<file path="src/rtl/adc_pkg.sv">
// Shared constants for the ADC capture and readout paths: sample width,
// over-threshold level, seven-segment lookup and the readout FSM states.
package adc_pkg;

  localparam int ADC_DATA_W = 12;
  localparam int ADC_THRESH = 3643;

  // Active-low gfedcba segment patterns for hex digits 0..F.
  localparam logic [6:0] SEG_LUT [16] = '{
    7'h40, 7'h79, 7'h24, 7'h30, 7'h19, 7'h12, 7'h02, 7'h78,
    7'h00, 7'h10, 7'h08, 7'h03, 7'h46, 7'h21, 7'h06, 7'h0E
  };

  typedef enum logic [1:0] {
    ST_IDLE  = 2'd0,
    ST_ISSUE = 2'd1,
    ST_DRAIN = 2'd2,
    ST_FIN   = 2'd3
  } rd_state_t;

  function automatic logic [6:0] hex_to_seg(input logic [3:0] nibble);
    return SEG_LUT[nibble];
  endfunction

endpackage

</file>
<file path="src/rtl/sample_fifo.sv">
// Small synchronous FIFO holding {data, over, last} entries for the readout
// stream. Push and pop in the same cycle leave the count unchanged.
module sample_fifo #(
  parameter int WIDTH = 14,
  parameter int DEPTH = 4
) (
  input  logic                         clk_in,
  input  logic                         rst,
  input  logic                         push,
  input  logic                         pop,
  input  logic [WIDTH-1:0]             wr_data,
  output logic [WIDTH-1:0]             rd_data,
  output logic [$clog2(DEPTH+1)-1:0]   count,
  output logic                         empty,
  output logic                         full
);

  localparam int PTR_W = (DEPTH > 1) ? $clog2(DEPTH) : 1;
  localparam int CNT_W = $clog2(DEPTH + 1);

  logic [WIDTH-1:0] mem [DEPTH];
  logic [PTR_W-1:0] wr_ptr;
  logic [PTR_W-1:0] rd_ptr;
  logic             wr_en;
  logic             rd_en;

  function automatic logic [PTR_W-1:0] next_ptr(input logic [PTR_W-1:0] ptr);
    return (ptr == PTR_W'(DEPTH - 1)) ? '0 : ptr + PTR_W'(1);
  endfunction

  assign empty   = (count == '0);
  assign full    = (count == CNT_W'(DEPTH));
  assign rd_en   = pop && !empty;
  assign wr_en   = push && (!full || rd_en);
  assign rd_data = mem[rd_ptr];

  // Pointer and occupancy bookkeeping.
  always_ff @(posedge clk_in) begin
    // NOTE: sequential state uses non-blocking assignments so every register
    // samples pre-edge values regardless of statement order.
    if (rst) begin
      wr_ptr <= '0;
      rd_ptr <= '0;
      count  <= '0;
    end else begin
      if (wr_en) wr_ptr <= next_ptr(wr_ptr);
      if (rd_en) rd_ptr <= next_ptr(rd_ptr);
      case ({wr_en, rd_en})
        2'b10:   count <= count + CNT_W'(1);
        2'b01:   count <= count - CNT_W'(1);
        default: count <= count;
      endcase
    end
  end

  // Entry storage.
  always_ff @(posedge clk_in) begin
    // NOTE: storage is deliberately not reset; pointers and count define which
    // entries are meaningful, and the reader masks the head while empty.
    if (wr_en) mem[wr_ptr] <= wr_data;
  end

endmodule

</file>
<file path="src/rtl/adc_buffer_reader.sv">
// Read-side engine for the ADC sample RAM: streams LENGTH words starting at
// BASE_ADDR out on a valid/ready port, absorbing the RAM read latency and
// downstream backpressure, and shows the last transferred sample on the
// LEDs and the seven-segment digit.
module adc_buffer_reader
  import adc_pkg::*;
#(
  parameter int ADDR_W = 3,
  parameter int DATA_W = ADC_DATA_W,
  parameter int RD_LAT = 2,
  parameter int FIFO_D = 4,
  parameter int THRESH = ADC_THRESH
) (
  input  logic              clk_in,
  input  logic              rst,
  input  logic              start,
  input  logic [ADDR_W-1:0] base_addr,
  input  logic [ADDR_W:0]   length,
  output logic [ADDR_W-1:0] ram_address,
  output logic              ram_rden,
  input  logic [DATA_W-1:0] ram_q,
  output logic              m_valid,
  input  logic              m_ready,
  output logic [DATA_W-1:0] m_data,
  output logic              m_over,
  output logic              m_last,
  output logic              busy,
  output logic              done,
  output logic [7:0]        leddata,
  output logic [6:0]        seven_seg
);

  localparam int                 CNT_W    = $clog2(FIFO_D + 1);
  localparam int                 ENTRY_W  = DATA_W + 2;
  localparam logic [CNT_W:0]     FIFO_D_V = (CNT_W + 1)'(FIFO_D);
  localparam logic [DATA_W-1:0]  THRESH_V = DATA_W'(THRESH);

  rd_state_t          state;
  logic [ADDR_W-1:0]  addr_q;
  logic [ADDR_W:0]    issued_remaining;
  logic [CNT_W-1:0]   inflight;
  logic [RD_LAT-1:0]  tag_valid;
  logic [RD_LAT-1:0]  tag_last;

  logic               push;
  logic               pop;
  logic [ENTRY_W-1:0] fifo_wr;
  logic [ENTRY_W-1:0] fifo_rd;
  logic [CNT_W-1:0]   fifo_count;
  logic               fifo_empty;
  logic               fifo_full;
  logic [DATA_W-1:0]  head_data;
  logic               head_over;
  logic               head_last;
  logic [CNT_W:0]     outstanding;

  // Issue a read only while the FIFO is guaranteed room for every word that
  // is already queued or still travelling through the RAM pipeline.
  always_comb begin
    // NOTE: every always_comb output gets a default first so no path can
    // leave it unassigned and infer a latch.
    ram_rden    = 1'b0;
    outstanding = {1'b0, fifo_count} + {1'b0, inflight};
    if (state == ST_ISSUE && issued_remaining != '0 &&
        outstanding < FIFO_D_V && !fifo_full) begin
      ram_rden = 1'b1;
    end
  end

  assign ram_address = addr_q;

  // Readout FSM: latch the request, issue reads, wait for the final transfer.
  always_ff @(posedge clk_in) begin
    if (rst) begin
      state            <= ST_IDLE;
      addr_q           <= '0;
      issued_remaining <= '0;
      busy             <= 1'b0;
      done             <= 1'b0;
    end else begin
      case (state)
        ST_IDLE: begin
          done <= 1'b0;
          if (start) begin
            addr_q           <= base_addr;
            issued_remaining <= length;
            if (length != '0) begin
              state <= ST_ISSUE;
              busy  <= 1'b1;
            end else begin
              state <= ST_FIN;
              done  <= 1'b1;
            end
          end
        end
        ST_ISSUE: begin
          if (ram_rden) begin
            addr_q           <= addr_q + ADDR_W'(1);
            issued_remaining <= issued_remaining - (ADDR_W + 1)'(1);
            if (issued_remaining == (ADDR_W + 1)'(1)) state <= ST_DRAIN;
          end
        end
        ST_DRAIN: begin
          // The last word leaving the FIFO implies nothing is left in flight.
          if (pop && head_last) begin
            state <= ST_FIN;
            busy  <= 1'b0;
            done  <= 1'b1;
          end
        end
        ST_FIN: begin
          done  <= 1'b0;
          state <= ST_IDLE;
        end
        default: state <= ST_IDLE;
      endcase
    end
  end

  // Tag pipeline mirroring the RAM latency; the oldest tag marks ram_q valid.
  always_ff @(posedge clk_in) begin
    if (rst) begin
      tag_valid <= '0;
      tag_last  <= '0;
    end else begin
      tag_valid[0] <= ram_rden;
      tag_last[0]  <= ram_rden && (issued_remaining == (ADDR_W + 1)'(1));
      for (int i = 1; i < RD_LAT; i++) begin
        tag_valid[i] <= tag_valid[i-1];
        tag_last[i]  <= tag_last[i-1];
      end
    end
  end

  // Count of requests issued whose data has not yet reached the FIFO.
  always_ff @(posedge clk_in) begin
    if (rst) begin
      inflight <= '0;
    end else begin
      case ({ram_rden, push})
        2'b10:   inflight <= inflight + CNT_W'(1);
        2'b01:   inflight <= inflight - CNT_W'(1);
        default: inflight <= inflight;
      endcase
    end
  end

  assign push    = tag_valid[RD_LAT-1];
  assign fifo_wr = {ram_q, (ram_q > THRESH_V), tag_last[RD_LAT-1]};

  sample_fifo #(
    .WIDTH (ENTRY_W),
    .DEPTH (FIFO_D)
  ) u_fifo (
    .clk_in  (clk_in),
    .rst     (rst),
    .push    (push),
    .pop     (pop),
    .wr_data (fifo_wr),
    .rd_data (fifo_rd),
    .count   (fifo_count),
    .empty   (fifo_empty),
    .full    (fifo_full)
  );

  // Head fields are masked while empty so stale storage never reaches the port.
  assign head_data = fifo_empty ? '0 : fifo_rd[ENTRY_W-1:2];
  assign head_over = !fifo_empty && fifo_rd[1];
  assign head_last = !fifo_empty && fifo_rd[0];

  assign m_valid = !fifo_empty;
  assign m_data  = head_data;
  assign m_over  = head_over;
  assign m_last  = head_last;
  assign pop     = m_valid && m_ready;

  // Display registers follow the most recently transferred sample.
  always_ff @(posedge clk_in) begin
    if (rst) begin
      leddata   <= '0;
      seven_seg <= hex_to_seg(4'h0);
    end else if (pop) begin
      leddata   <= head_data[7:0];
      seven_seg <= hex_to_seg(head_data[11:8]);
    end
  end

endmodule

</file>
<file path="config.mk">
export PLATFORM = sky130hd
export DESIGN_NAME = adc_buffer_reader
export DESIGN_NICKNAME = d
export VERILOG_FILES = /design/src/rtl/adc_pkg.sv /design/src/rtl/sample_fifo.sv /design/src/rtl/adc_buffer_reader.sv
export SDC_FILE = /design/constraint.sdc
export NUM_CORES = 1
export LEC_CHECK = 0
export BUFFER_PORTS_ARGS = -buffer_cell sky130_fd_sc_hd__buf_2
export CORE_AREA = 2 2 116 118
export CTS_CLUSTER_DIAMETER = 30
export DETAILED_ROUTE_END_ITERATION = 8
export DIE_AREA = 0 0 118 120
export GPL_TIMING_DRIVEN = 0
export MAX_ROUTING_LAYER = met4
export PLACE_DENSITY = 0.49
export SLEW_MARGIN = 25
export SYNTH_ARGS = -nofsm -noshare
export SYNTH_HDL_FRONTEND = slang
export SYNTH_SLANG_ARGS = --single-unit
</file>
<file path="constraint.sdc">
create_clock -name clk_in -period 6.65 [get_ports clk_in]
set_input_delay 1.33 -clock clk_in [delete_from_list [all_inputs] [get_ports clk_in]]
set_output_delay 1.33 -clock clk_in [all_outputs]
set_load 0.03 [all_outputs]
</file>
==> impl_metrics.ini, run 1 <==
[run_status]
status = complete, no violations

[power]
power.leakage_nw = 2.033
power_mw = 1.815
vdd_drop_max_uv = 194.9
power_density_nw_per_um2 = 348.0

[placed_design]
io_buffers = 57
dp_hpwl_mm = 6.925
dp_slack_ps = 2787
gp_congestion = 0.7887
place_area_sq_um = 4928

[min_path]
holdPathStages = 1
min_from = tag_valid[0]
min_path_type = reg -> reg
hold_end = tag_valid[1]

[cells_and_area]
utilization_pct = 40.19
finalInstanceArea_sq_um = 5216
diodes = 0
drive_gt1_share_pct = 22.63
areaGrowthSynthToFinish_pct = 17.93
num-fill-cells = 1276
finalNetCount = 474

[global_route]
top_usage_layer = met2
grtUsageTotal_pct = 14.90
met2_usage_pct = 23.98
grt_pass1_wl_mm = 15.68
antenna_found_initial = 0
grt_use_met1_pct = 18.28
grt_overflow = 0
grt_use_met3_pct = 4.183
grt_max_degree = 18
grt_pass1_vias = 2923

[clock_tree]
clock_latency_ps = 350
ctsHoldBuffers = 0
cts_root_buf = clkbuf_16
clock_sinks = 98
post_cts_resized = 0
h-tree-depth = 3
cts.path.max_buffers = 2
clk_pin_slew_worst_paths_ps = 70
cts_buffers = 9
cts_tree = yes
postCtsSetupBuffers = 0

[sta]
grt_setup_unrepaired = no
skew_ps = 4.990
max_freq_mhz = 273.1
tightest_slew_ps = 845.4
setup_slack_ps = 2988
layout_worst_path_cycle_share_pct = 55.07
slew_headroom_pct = 43.64
setup_viol = 0
fin_crit_ps = 3662
slew_viol_final = 0
fin_setup_tns_ps = 0
final_hold_viol_count = 0

[worst_setup_path]
crit_path_start_kind = flop
worstReg2RegEnd = u_fifo.count[2]
path_max_fanout = 6
reg2reg_slack_ps = 3480
worstSetupEndpointType = output port
critPathBufInv = 2
critPathMaxStageDelay_ps = 470
cp_cell_sequence = ha_1, or4b_1, a21o_1, or2_2, inv_1, buf_2
slowest_stage = or4b_1
crit_required_ps = 5320
reg2reg_from = u_fifo.count[0]
path_delay_family = simple AND/OR/NAND/NOR gates
crit_type = reg -> out
r2r_cells = 12
crit_arrival_ps = 2330

[drt]
drc = 0
ant_nets = 0
wl_mm = 9.853
first_pass_iters = 4
wire_per_inst_um = 16.18
via_count = 2937
drtIter0Drc = 145
vias_per_cell = 4.823

[synthesis]
ys_types = 56
netlist_area_sq_um = 4423
synth_area_per_cell_sq_um = 12.29
syn_nets = 406
ys.flop_type = edfxtp_1
syn_inst = 360
synth_seq_cells = 98
ys_warn_count = 0
synth_seq_area_share_pct = 57.03
synthArstFlopShare_pct = 0
synth_edf_count = 56

[run]
drv_cap = 0

[die]
fp.coreArea_sq_um = 12980
io_pins = 59
rows = 42
die-height_um = 120
dieArea_sq_um = 14160
start_util_pct = 34.08
fp.dieW_um = 118
-- worst max-delay path by stage --
stage	from	to	slack (ps)	cells past startpoint
CTS	flop	m_data[8]	2930	5
detailed placement	m_ready	u_fifo.count[2]	2790	11
finish	u_fifo.count[2]	ram_rden	2990	6
global route	u_fifo.count[2]	ram_rden	2850	6
floorplan	m_ready	u_fifo.count[2]	3460	10
global placement	m_ready	u_fifo.count[2]	2840	11
-- registers in the layout, summed over array words and instances (netlist names), named ones only --
signal,count
u_fifo.mem,56
leddata,8
seven_seg,7
issued_remaining,4
inflight,3
ram_address,3
u_fifo.count,3
state,2
tag_last,2
tag_valid,2
u_fifo.rd_ptr,2
u_fifo.wr_ptr,2
busy,1
done,1
-- through the flow --
step,hold slack (ps),cells
3_5_place_dp,427.0,593
3_3_place_gp,428.4,593
5_1_grt,474.3,609
2_1_floorplan,413.8,360
6_report,437.9,609
4_1_cts,443.1,609
-- cell usage after synthesis (2+ instances only) --
library cell   n  area share (%)
edfxtp_1      56              38
dfxtp_1       42              19
nand2_1       40             3.4
a21oi_1       28             3.2
inv_1         23             2.0
nor2_1        23             2.0
ha_1          21             5.9
and2_1        14             2.0
mux4_2        11             5.6
o21ai_0       11             1.2
clkbuf_1       8            0.68
mux2i_1        6             1.4
nor3_1         5            0.57
nor2b_1        4            0.57
or3_1          4            0.57
xor2_1         4            0.79
a221oi_1       3            0.59
buf_1          3            0.25
mux4_1         3             1.8
o211a_1        3            0.68
o31ai_1        3            0.51
a211oi_1       2            0.34
a2bb2oi_1      2            0.40
and3_1         2            0.28
buf_2          2            0.23
buf_6          2            0.51
fa_1           2            0.91
mux2_2         2            0.51
mux2_4         2            0.68
nand2b_1       2            0.28
o32ai_1        2            0.40
-- cell usage in the layout, fill, tap and decap left out, types with 3 or more instances in the layout --
master / synthesis / final
buf_2: 2 / 59
o21ai_0: 11 / 11
o31ai_1: 3 / 3
a21oi_1: 28 / 28
nor2_1: 23 / 23
dfxtp_1: 42 / 42
mux2i_1: 6 / 6
mux4_1: 3 / 3
nor2b_1: 4 / 4
ha_1: 21 / 21
edfxtp_1: 56 / 56
or3_1: 4 / 4
and2_1: 14 / 14
clkbuf_1: 8 / 8
clkbuf_16: 0 / 9
inv_1: 23 / 23
nor3_1: 5 / 5
mux4_2: 11 / 11
buf_1: 3 / 3
nand2_1: 40 / 40
a221oi_1: 3 / 3
xor2_1: 4 / 4
o211a_1: 3 / 3
-- power by group --
group	switching [mW]	internal, mW	total [mW]	leakage [nW]
clock network	0.236	0.268	0.503	0.137
registers	0.0388	0.699	0.738	0.846
logic	0.364	0.210	0.574	1.05
total	0.638	1.18	1.82	2.03
-- cells by family after synthesis --
family | count (synthesis) | share of synthesized area, %
buffers and inverters | 40 | 3.875
AO/OA/AOI/OAI | 69 | 10.67
AND/OR/NAND/NOR | 102 | 10.86
adder cells (fa/ha/maj) | 23 | 6.846
XOR/XNOR | 4 | 0.7920
flip-flops | 98 | 57.03
multiplexers | 24 | 9.929
-- worst reg2reg max path: cells and delay by family (launching register included) --
kind	cells	cell delay [ps]
AOI/OAI and AO/OA	1	130
xor gates and xnor gates	1	160
adders and majority gates	2	670
buffers and inverters	5	1110
DFF	1	420
and+or+nand+nor	3	620
-- routing by layer --
layer	up-vias	routed length [um]	share of wire, %
met4	0	140	1.4
met2	60	4752	48
li1	1437	-	-
met1	1426	4569	46
met3	14	391	4.0
met5	-	0	0
-- layout make-up --
| cell class | count | area (sq um) | share of cell area, % |
|---|---|---|---|
| Buffer | 16 | 81.33 | 1.559 |
| Clock buffer | 10 | 239.0 | 4.581 |
| Clock inverter | 6 | 48.80 | 0.9355 |
| Inverter | 24 | 90.09 | 1.727 |
| Multi-Input combinational cell | 222 | 1729 | 33.15 |
| Sequential cell | 98 | 2522 | 48.36 |
| Tap cell | 176 | 220.2 | 4.222 |
| Timing Repair Buffer | 57 | 285.3 | 5.469 |
No activity file was read; power rests on OpenSTA's default activity.
==> run 2: changes to the inputs <==
PLACE_DENSITY = 0.51   (was 0.49)
clock period = 3.1 ns   (was 6.65 ns; I/O delays follow)
==> impl_metrics.ini, run 2 (synthesis gave the netlist of run 1 again) <==
[worst_setup_path]
crit_type = reg -> out
worstSetupEndpointType = output port
crit_required_ps = 2480
crit_arrival_ps = 2340
crit_path_start_kind = flop
path_max_fanout = 6

[clock_tree]
post_cts_resized = 0
h-tree-depth = 3
clock_latency_ps = 340
postCtsSetupBuffers = 0
cts_buffers = 9
clock_sinks = 98
clk_pin_slew_worst_paths_ps = 70
cts.path.max_buffers = 2
ctsHoldBuffers = 0
cts_root_buf = clkbuf_16
cts_tree = yes

[placed_design]
io_buffers = 57
dp_slack_ps = -82.21
placed_cells_incl_taps = 593
gp_congestion = 0.7823
dp_hpwl_mm = 6.718

[die]
dieArea_sq_um = 14160
rows = 42
die-height_um = 120
fp.dieW_um = 118
start_util_pct = 34.08
fp.coreArea_sq_um = 12980
io_pins = 59

[global_route]
grt_max_degree = 20
met2_usage_pct = 22.97
grt_overflow = 0
antenna_found_initial = 0
grtUsageTotal_pct = 14.55
grt_pass1_vias = 2865
top_usage_layer = met2
grt_pass1_wl_mm = 15.35
grt_use_met1_pct = 18.67
grt_use_met3_pct = 4.468

[cells_and_area]
largest_register = u_fifo.mem
largest_register_ffs = 56
finalNetCount = 473
diodes = 0
areaGrowthSynthToFinish_pct = 18.30
num-fill-cells = 1273
finalNonFillerCells = 608
utilization_pct = 40.31
layout_commonest_cell = buf_2
final_cell_mix = 59 x buf_2, 56 x edfxtp_1, 42 x dfxtp_1
seqCellArea_sq_um = 2522
multiInputGateArea_sq_um = 1729
largest_registers = u_fifo.mem (56), leddata (8), seven_seg (7)
drive_gt1_share_pct = 22.69

[drt]
first_pass_iters = 4
wire_per_inst_um = 15.64
wl_mm = 9.512
vias_per_cell = 4.801
via_count = 2919
drc = 0
ant_nets = 0
drtIter0Drc = 149

[sta]
final_hold_viol_count = 0
layout_worst_path_cycle_share_pct = 95.45
slew_viol_final = 0
grt_setup_unrepaired = no
setup_viol = 0
fin_crit_ps = 2959
max_freq_mhz = 338.0
setup_slack_ps = 141.1
slew_headroom_pct = 45.84
tightest_slew_ps = 812.4
skew_ps = 7.778

[power]
power.leakage_nw = 2.039
power_frac_clock_pct = 29.1
power_density_nw_per_um2 = 756.0
p_int_mw = 2.590
power_mw = 3.956
vdd_drop_max_uv = 366.0
pwr-share-seq_pct = 40.0
power.switching_mw = 1.366
switching_share_pct = 34.54
pwr-share-comb_pct = 30.9

[run]
drv_cap = 0

[run_status]
status = complete, no violations

[min_path]
min_path_type = reg -> reg
[run 2: cell type report]
class | count | area share [%]
clock buffer | 9 | 4.304
sequential | 98 | 48.21
inverter | 24 | 1.722
buffer | 15 | 1.483
tap | 176 | 4.209
clock inverter | 7 | 1.578
multi-input combinational | 222 | 33.05
timing repair buffer | 57 | 5.452
[run 2: power groups by stage]
stage / clock (mW) / sequential [mW] / combinational [mW]
4_1_cts: 1.18 / 1.58 / 1.24
5_1_grt: 1.24 / 1.60 / 1.34
3_3_place_gp: 0 / 1.61 / 1.23
6_report: 1.15 / 1.58 / 1.22
3_5_place_dp: 0 / 1.61 / 1.23
2_1_floorplan: 0 / 1.69 / 0.819
[run 2: stage by stage]
| stage | setup TNS (ps) | hold slack [ps] | area (sq um) |
|---|---|---|---|
| after global placement | -57.11 | 433.1 | 4928 |
| after CTS | 0 | 439.6 | 5233 |
| after detailed placement | -82.21 | 432.1 | 4928 |
| final | 0 | 439.3 | 5233 |
| after global routing | 0 | 447.5 | 5233 |
| after floorplan | 0 | 413.8 | 4423 |
[run 2: path summary, 6_finish.rpt]
kind	from	slack, ps	depth (start not counted)	to
worst max-delay path	u_fifo.count[2]	140	6	ram_rden
worst min-delay path	tag_valid[0]	440	1	tag_valid[1]
worst min register to register	tag_valid[0]	440	1	tag_valid[1]
worst max register to register	flop	310	8	seven_seg[0]
[run 2: worst max-delay path, cell delays in order (launching register included)]
cell and delay [ps]:
dfxtp_1 410, ha_1 250, or4b_1 470, a21o_1 230, or2_2 350, inv_1 90, buf_2 200
[run 2: per-layer routing]
| layer | routed length [um] | up-vias |
|---|---|---|
| met5 | 0 | - |
| met4 | 78 | 0 |
| met3 | 376 | 5 |
| met2 | 4524 | 60 |
| met1 | 4532 | 1407 |
| li1 | - | 1447 |
==> run 3: changes to the inputs <==
ABC_AREA = 1   (was not set)
CORE_AREA = 2 2 117 119   (was 2 2 116 118)
DIE_AREA = 0 0 119 121   (was 0 0 118 120)
SLEW_MARGIN = not set   (was 25)
==> impl_metrics.ini, run 3 <==
[cells_and_area]
finalNetCount = 597
largest_register_ffs = 56
diodes = 0
largest_register = u_fifo.mem
largest_registers = u_fifo.mem (56), leddata (8), seven_seg (7)
num-fill-cells = 1309
multiInputGateArea_sq_um = 1703
final_cell_mix = 91 x nand2_1, 63 x buf_2, 56 x edfxtp_1
finalInstanceArea_sq_um = 5366
drive_gt1_share_pct = 18.71
seqCellArea_sq_um = 2522
areaGrowthSynthToFinish_pct = 19.01
utilization_pct = 41.01
finalNonFillerCells = 732
layout_commonest_cell = nand2_1

[min_path]
hold_end = tag_valid[1]
min_path_type = reg -> reg
min_from = tag_valid[0]
holdPathStages = 2

[drt]
vias_per_cell = 4.720
drc = 0
drtIter0Drc = 173
wire_per_inst_um = 15.18
via_count = 3455
first_pass_iters = 4
ant_nets = 0
wl_mm = 11.11

[synthesis]
synth_area_leaders = edfxtp_1 37%, dfxtp_1 19%, nand2_1 7.6%
synth-xor-area-share_pct = 0.1942
synth_top_family_by_area = simple AND/OR/NAND/NOR gates
synthSimpleGateAreaFrac_pct = 19.23
syn_inst = 481
synth_area_per_cell_sq_um = 9.375
synth.top_cell.area_share_pct = 37.29
ys_types = 33
ys.flop_type = edfxtp_1
synthArstFlopShare_pct = 0
ys_warn_count = 0
synth_seq_cells = 98
netlist_area_sq_um = 4509
synth-compound-area-share_pct = 11.51
synth_fa_ha_area_share_pct = 6.715
synth_common_cells = 91 x nand2_1, 56 x edfxtp_1, 49 x inv_1, 49 x nor2_1, 42 x dfxtp_1
synth_area_leader_cell = edfxtp_1
synth_mux_area_share_pct = 0
synth_seq_area_share_pct = 55.94
syn_nets = 527
synth_edf_count = 56
synth_most_common_cell = nand2_1

[placed_design]
io_buffers = 57
place_area_sq_um = 5046
placed_cells_incl_taps = 716
gp_congestion = 0.8474
dp_hpwl_mm = 7.894

[power]
power_density_nw_per_um2 = 795.9
power.leakage_nw = 2.285
pwr-share-seq_pct = 37.8
power.switching_mw = 1.585
pwr-share-comb_pct = 33.9
vdd_drop_max_uv = 345.6
p_int_mw = 2.686
power_frac_clock_pct = 28.3
switching_share_pct = 37.12

[sta]
tightest_slew_ps = 864.8
skew_ps = 5.266
fin_crit_ps = 2682
max_freq_mhz = 372.9
grt_setup_unrepaired = no
fin_setup_tns_ps = 0
setup_viol = 0
final_hold_viol_count = 0
layout_worst_path_cycle_share_pct = 86.52
slew_headroom_pct = 42.28
slew_viol_final = 0

[worst_setup_path]
crit_path_start_kind = flop
cp_cell_sequence = inv_2, buf_2, buf_2, nand2_1, a32o_1, nor2_1, buf_2
worstReg2RegEnd = u_fifo.count[2]
crit_arrival_ps = 2060
worst_path_most_repeated_cell = buf_2
path_max_fanout = 10
worstSetupEndpointType = output port
r2r_cells = 12
reg2reg_slack_ps = 620
reg2reg_from = u_fifo.count[1]
crit_required_ps = 2480
crit_type = reg -> out
slowest_stage = dfxtp_1
critPathMaxStageDelay_ps = 320

[global_route]
grt_max_degree = 17
grtUsageTotal_pct = 16.71
grt_overflow = 0
grt_pass1_vias = 3374
antenna_found_initial = 0
grt_pass1_wl_mm = 17.86

[die]
fp.coreArea_sq_um = 13090
die-height_um = 121
dieArea_sq_um = 14400
start_util_pct = 34.46
rows = 42
fp.dieW_um = 119
io_pins = 59

[clock_tree]
ctsHoldBuffers = 0
post_cts_resized = 0
cts.path.max_buffers = 2
h-tree-depth = 3
clock_latency_ps = 340
cts_tree = yes
clk_pin_slew_worst_paths_ps = 70
cts_root_buf = clkbuf_16
cts_buffers = 9
postCtsSetupBuffers = 0
clock_sinks = 98

[run_status]
status = complete, no violations

[run]
drv_cap = 0
[run 3: area by class of cell]
cell class | instances | share of cell area, %
Buffer | 17 | 1.539
Clock buffer | 11 | 4.337
Clock inverter | 5 | 1.632
Inverter | 55 | 3.847
Multi-Input combinational cell | 311 | 31.73
Sequential cell | 98 | 47.00
Tap cell | 176 | 4.104
Timing Repair Buffer | 59 | 5.806
[run 3: logic make-up after synthesis]
| kind of cell | after synthesis |
|---|---|
| compound gates | 92 |
| xor+xnor | 1 |
| fa+ha+maj | 23 |
| buf+inv | 72 |
| flops | 98 |
| simple gates | 195 |
[run 3: worst max-delay path by stage]
stage	from	end	slack, ps	cells after the start
floorplan	flop	seven_seg[3]	810	13
global placement	m_ready	u_fifo.count[2]	480	11
detailed placement	m_ready	u_fifo.count[2]	420	11
CTS	flop	m_data[6]	370	7
global route	flop	m_data[9]	200	8
finish	flop	m_data[6]	420	7
[run 3: routing by layer]
layer | wire length [um] | up-vias | part of all wire (%) | GRT usage (%)
li1 | - | 1756 | - | -
met5 | 0 | - | 0 | -
met4 | 102 | 0 | 0.92 | 5.804
met1 | 5390 | 1619 | 49 | 21.83
met2 | 5262 | 73 | 47 | 26.22
met3 | 355 | 7 | 3.2 | 3.148
[run 3: worst max-delay path: cells and delay by family, from the launching register on]
kind                   cells  cell delay [ps]
AOI/OAI and AO/OA          1              260
DFF                        1              320
and+or+nand+nor            2              190
buffers and inverters      4              940
[run 3: power by group through the flow]
stage / logic [mW] / registers (mW) / clock network, mW
detailed placement: 1.45 / 1.64 / 0
global placement: 1.43 / 1.64 / 0
finish: 1.45 / 1.61 / 1.21
global route: 1.61 / 1.63 / 1.29
floorplan: 0.934 / 1.75 / 0
CTS: 1.46 / 1.61 / 1.24
[run 3: through the flow]
stage | hold slack [ps] | power [mW] | worst slack (ps)
after floorplan | 388.3 | 2.680 | 811.6
after global placement | 395.8 | 3.067 | 476.9
after detailed placement | 397.7 | 3.094 | 423.0
after CTS | 408.9 | 4.316 | 368.6
after global routing | 441.6 | 4.528 | 195.7
final | 405.1 | 4.271 | 418.0
